===== src/rtl/enigma_out_fmt.sv =====
// enigma_out_fmt: output formatter for the Enigma core.
// It buffers 5-bit letter indices in a FIFO and converts each one to uppercase
// ASCII ('A'+idx, or '?' for indices 26..31). A space follows every GROUP_LEN
// letters. The result is sent as a valid/ready byte stream to the UART TX.
// Optional feature: define ENIGMA_FMT_NEWLINE_EN to end every GROUPS_PER_LINE-th
// group with CR LF instead of the space.
// Ports:
//   clk, rst            clock, synchronous active-high reset
//   valid_in, char_in   letter strobe and index from the core (no backpressure)
//   tx_data, tx_valid   registered ASCII byte and its valid flag
//   tx_ready            sink accepts the byte (transfer on tx_valid && tx_ready)
//   fifo_count          letters currently buffered
//   overflow            sticky, set when a letter is dropped on a full FIFO
module enigma_out_fmt #(
  parameter int unsigned DEPTH           = 16,
  parameter int unsigned GROUP_LEN       = 5,
  parameter int unsigned GROUPS_PER_LINE = 10
) (
  input  logic                     clk,
  input  logic                     rst,
  input  logic                     valid_in,
  input  logic [4:0]               char_in,
  output logic [7:0]               tx_data,
  output logic                     tx_valid,
  input  logic                     tx_ready,
  output logic [$clog2(DEPTH):0]   fifo_count,
  output logic                     overflow
);

  localparam int unsigned AW = $clog2(DEPTH);
  localparam int unsigned CW = AW + 1;
  localparam int unsigned GW = (GROUP_LEN > 1) ? $clog2(GROUP_LEN) : 1;

  // Elaboration-time parameter sanity check.
  if (DEPTH < 2 || (DEPTH & (DEPTH - 1)) != 0 || GROUP_LEN < 1 || GROUPS_PER_LINE < 1) begin : g_bad_cfg
    $error("enigma_out_fmt: illegal parameter combination");
  end

`ifdef ENIGMA_FMT_NEWLINE_EN
  localparam int unsigned LW = (GROUPS_PER_LINE > 1) ? $clog2(GROUPS_PER_LINE) : 1;
  typedef enum logic [2:0] {IDLE, CHAR, SEP, CR, LF} state_t;
  logic [LW-1:0] line, line_n;
`else
  typedef enum logic [2:0] {IDLE, CHAR, SEP} state_t;
`endif

  state_t        state, state_n;
  logic [7:0]    tx_data_n;
  logic          tx_valid_n;
  logic [GW-1:0] grp, grp_n;

  logic [4:0]    mem [DEPTH];
  logic [AW-1:0] wr_ptr, rd_ptr;
  logic          push, pop, non_empty, xfer;
  logic [7:0]    head_ascii;

  function automatic logic [7:0] to_ascii(input logic [4:0] idx);
    return (idx < 5'd26) ? (8'h41 + 8'(idx)) : 8'h3F;
  endfunction

  // Full and empty are judged on the registered (pre-edge) count.
  assign push       = valid_in && (fifo_count != CW'(DEPTH));
  assign non_empty  = (fifo_count != '0);
  assign xfer       = tx_valid && tx_ready;
  assign head_ascii = to_ascii(mem[rd_ptr]);

  // Letter storage, no reset needed.
  always_ff @(posedge clk) begin
    if (push) mem[wr_ptr] <= char_in;
  end

  // FIFO pointers, count and sticky overflow.
  always_ff @(posedge clk) begin
    if (rst) begin
      wr_ptr     <= '0;
      rd_ptr     <= '0;
      fifo_count <= '0;
      overflow   <= 1'b0;
    end else begin
      if (push) wr_ptr <= wr_ptr + AW'(1);
      if (pop)  rd_ptr <= rd_ptr + AW'(1);
      if (valid_in && !push) overflow <= 1'b1;
      case ({push, pop})
        2'b10:   fifo_count <= fifo_count + CW'(1);
        2'b01:   fifo_count <= fifo_count - CW'(1);
        default: ;
      endcase
    end
  end

  // FSM and output register state.
  always_ff @(posedge clk) begin
    if (rst) begin
      state    <= IDLE;
      tx_data  <= 8'h00;
      tx_valid <= 1'b0;
      grp      <= '0;
`ifdef ENIGMA_FMT_NEWLINE_EN
      line     <= '0;
`endif
    end else begin
      state    <= state_n;
      tx_data  <= tx_data_n;
      tx_valid <= tx_valid_n;
      grp      <= grp_n;
`ifdef ENIGMA_FMT_NEWLINE_EN
      line     <= line_n;
`endif
    end
  end

  // Next-state logic; the output register only changes when empty or on a transfer.
  always_comb begin
    state_n    = state;
    tx_data_n  = tx_data;
    tx_valid_n = tx_valid;
    grp_n      = grp;
    pop        = 1'b0;
`ifdef ENIGMA_FMT_NEWLINE_EN
    line_n     = line;
`endif
    case (state)
      IDLE: begin
        if (non_empty) begin
          pop        = 1'b1;
          tx_data_n  = head_ascii;
          tx_valid_n = 1'b1;
          state_n    = CHAR;
        end
      end
      CHAR: begin
        if (xfer) begin
          if (grp == GW'(GROUP_LEN - 1)) begin
            grp_n = '0;
`ifdef ENIGMA_FMT_NEWLINE_EN
            if (line == LW'(GROUPS_PER_LINE - 1)) begin
              tx_data_n = 8'h0D;
              state_n   = CR;
            end else begin
              line_n    = line + LW'(1);
              tx_data_n = 8'h20;
              state_n   = SEP;
            end
`else
            tx_data_n = 8'h20;
            state_n   = SEP;
`endif
          end else begin
            grp_n = grp + GW'(1);
            if (non_empty) begin
              pop       = 1'b1;
              tx_data_n = head_ascii;
            end else begin
              tx_valid_n = 1'b0;
              state_n    = IDLE;
            end
          end
        end
      end
`ifdef ENIGMA_FMT_NEWLINE_EN
      CR: begin
        if (xfer) begin
          tx_data_n = 8'h0A;
          state_n   = LF;
        end
      end
      SEP, LF: begin
        if (xfer) begin
          if (state == LF) line_n = '0;
`else
      SEP: begin
        if (xfer) begin
`endif
          if (non_empty) begin
            pop       = 1'b1;
            tx_data_n = head_ascii;
            state_n   = CHAR;
          end else begin
            tx_valid_n = 1'b0;
            state_n    = IDLE;
          end
        end
      end
      default: begin
        tx_valid_n = 1'b0;
        state_n    = IDLE;
      end
    endcase
  end

endmodule

===== config.mk =====
export PLATFORM = sky130hd
export DESIGN_NAME = enigma_out_fmt
export DESIGN_NICKNAME = d
export VERILOG_FILES = /design/src/rtl/enigma_out_fmt.sv
export SDC_FILE = /design/constraint.sdc
export NUM_CORES = 1
export LEC_CHECK = 0
export CAP_MARGIN = 20
export CORE_MARGIN = 4
export CORE_UTILIZATION = 60
export DETAILED_ROUTE_END_ITERATION = 6
export MAX_ROUTING_LAYER = met4
export PLACE_DENSITY = 0.89
export SLEW_MARGIN = 20
export SYNTH_ARGS = -nofsm -noshare
export SYNTH_HDL_FRONTEND = slang
export SYNTH_SLANG_ARGS = --single-unit

===== constraint.sdc =====
create_clock -name clk -period 5.2 [get_ports clk]
set_clock_uncertainty 0.1 [all_clocks]
set_input_delay 0.78 -clock clk [delete_from_list [all_inputs] [get_ports clk]]
set_output_delay 0.78 -clock clk [all_outputs]
set_load 0.1 [all_outputs]

==> run summary <==
Die Area: 9400 sq um
YS warnings: 0
grt met1 use: 0.274
dpl cells: 455
crit path to: fifo_count[4]
vias in the first global route: 2815
Antenna Nets Post-Route: 0
worst-margin pin slew: 970 ps
Fin Hold WS: 386 ps
synthesized area: 4750 sq um
gr ovfl total: 0
GRT Max-Usage Layer: met2
Finished Layout Cells: 471
die height: 97.0 microns
Gate Count Post-Synth: 342
run status: finished clean
R2R depth: 12
RSZ-0062 raised after global routing: false
1st-iter DRT viols: 275
final instance area: 5260 sq um
crit path launch: state[0]
Ports: 24
pwr dens: 512 nW/um^2
fraction of layout cells with a size suffix above 1: 0.125
Netlist cell types: 46
drt via density: 6.01
Worst Setup End Kind: flop
asr flop ratio synth: 0
Inserted Clock Buffers: 9
GR Layer Usage met2: 0.324
Worst R2R End: fifo_count[4]
Final period util: 0.636
GRT Total Usage: 0.203
post-synthesis sequential area ratio: 0.641
Syn Nets: 365
commonest non-fill, non-tap cell in the layout: edfxtp_1
Worst R2R Start: state[0]
R2R Setup Slk: 1890 ps
antenna violations before repair: 0
Cell Area, Placed: 5060 sq um
total of max-cap violations: 0
clock sink total: 112
Routed wire per std cell: 18.9 microns
H-tree depth: 3
via count: 2829
most frequent cells in the layout: edfxtp_1, nor2_1, dfxtp_1
Peak VDD IR: 0.255 mV
Clk Latency, worst-skew pair: 360 ps
Arr. time, crit path: 3470 ps
Slew HR: 0.351
hpwl dp: 6100 microns
P&R area growth vs syn: 10.9%
Util after Layout: 0.681
met3 usage: 0.0346
Reg clk slew, reported paths: 100 ps
CTS tree: yes
Fillers: 512
root buf cell: clkbuf_8
WL final: 8900 microns
first-pass GRT wire length: 14500 microns
clock buffer depth: 2
gp weighted congestion: 0.922
Critical Path RT: 5360 ps
Hold Crit Start: tx_data[7]
Lkg Pwr: 0.00181 uW
final hold viol count: 0
largest net degree at the start of global routing: 30
pins over their slew limit: 0
chip width: 97.0 microns
Most used DFF post-synth: edfxtp_1
setup violators final: 0
Post-synth EDFFs: 80
I/O Buffers: 23
crit start category: flop
ANT cells: 0
Setup CP Type: flop to flop
Rows: 32
CTS resizes: 0
CP Max Fanout: 6
Final #Nets: 387
hold buffers post-CTS: 0
Final min period: 3310 ps
Hold Crit Class: flop to flop
starting density of the core: 0.614
maximum clock frequency: 0.302 GHz
DR DRC count: 0
Pre-antenna DRT Iters: 6
Post-CTS Repair Setup Buffers: 0
FF+latch count, synth: 112
setup total negative slack: 0 ps
syn avg cell area: 13.9 sq um
core area: 7730 sq um
## area by class of cell
| class | instances | area (sq um) | share of cell area |
|---|---|---|---|
| inverters | 12 | 45.0 | 0.00856 |
| flip-flops and latches | 112 | 3040 | 0.578 |
| clock buffers | 9 | 124 | 0.0235 |
| repair buffers | 25 | 245 | 0.0466 |
| well taps | 102 | 128 | 0.0242 |
| clock inverters | 7 | 80.1 | 0.0152 |
| multi-input cells | 204 | 1600 | 0.304 |
## synth_stat cells, types with 3 or more instances
| library cell | count | share of area |
|---|---|---|
| a21oi_1 | 18 | 0.019 |
| a22oi_1 | 6 | 0.0095 |
| a31oi_1 | 3 | 0.0040 |
| and2_1 | 3 | 0.0040 |
| buf_2 | 4 | 0.0042 |
| clkbuf_1 | 7 | 0.0055 |
| dfxtp_1 | 32 | 0.13 |
| edfxtp_1 | 80 | 0.51 |
| ha_1 | 14 | 0.037 |
| inv_1 | 11 | 0.0087 |
| mux2i_1 | 5 | 0.011 |
| mux4_2 | 20 | 0.095 |
| nand2_1 | 20 | 0.016 |
| nand2b_1 | 3 | 0.0040 |
| nand3_1 | 14 | 0.015 |
| nor2_1 | 43 | 0.034 |
| nor2b_1 | 3 | 0.0040 |
| nor3_1 | 6 | 0.0063 |
| o21ai_0 | 8 | 0.0084 |
| xnor2_1 | 4 | 0.0074 |
| xor2_1 | 7 | 0.013 |
## per-layer routing
metal  routed length (microns)  vias to the layer above
met2                      4410                       99
met5                         0                        -
met1                      3900                     1397
li1                          -                     1319
met4                       120                        0
met3                       459                       14
## critical path, stage by stage, from the launching register on
cell and delay, ps:
dfxtp_1 400, inv_1 90, ha_1 230, nand3b_1 160
a41o_1 290, and2_1 220, ha_1 280, xor2_1 170
ha_1 210, a41oi_1 240, nor3_1 110, a2111oi_2 350
mux2_1 360
## cells by family (layout without fill, tap and decap cells)
logic type,count (synthesis),count (layout),synth area share
multiplexers,26,26,0.108
AO/OA/AOI/OAI,47,47,0.0654
XOR/XNOR,11,11,0.0203
buffers and inverters,26,53,0.0224
AND/OR/NAND/NOR,106,106,0.106
flip-flops,112,112,0.641
adder cells (fa/ha/maj),14,14,0.0369
## worst min-delay path by stage
stage	slack [ps]	end	depth (start not counted)
floorplan	370	state[0]	2
global placement	350	overflow	2
detailed placement	370	overflow	2
CTS	390	tx_data[7]	1
global route	400	tx_data[7]	1
finish	390	tx_data[7]	1
## sequential cells by signal, indices dropped and copies added (netlist names), named ones only
signal / cells
fifo_count: 5
tx_valid: 1
rd_ptr: 4
grp: 3
wr_ptr: 4
mem: 80
state: 2
tx_data: 8
overflow: 1
## stage by stage
step	power [uW]	setup WS, ps
after floorplan	1950	1500
after global placement	2150	1640
after detailed placement	2190	1510
after CTS	2700	1910
after global routing	2840	1650
final	2700	1890
## report_power, final
part / total, uW / internal (uW) / switching (uW)
sequential: 1150 / 1030 / 121
combinational: 1020 / 380 / 637
clock: 525 / 228 / 296
Power figures use the tool's default switching activity.
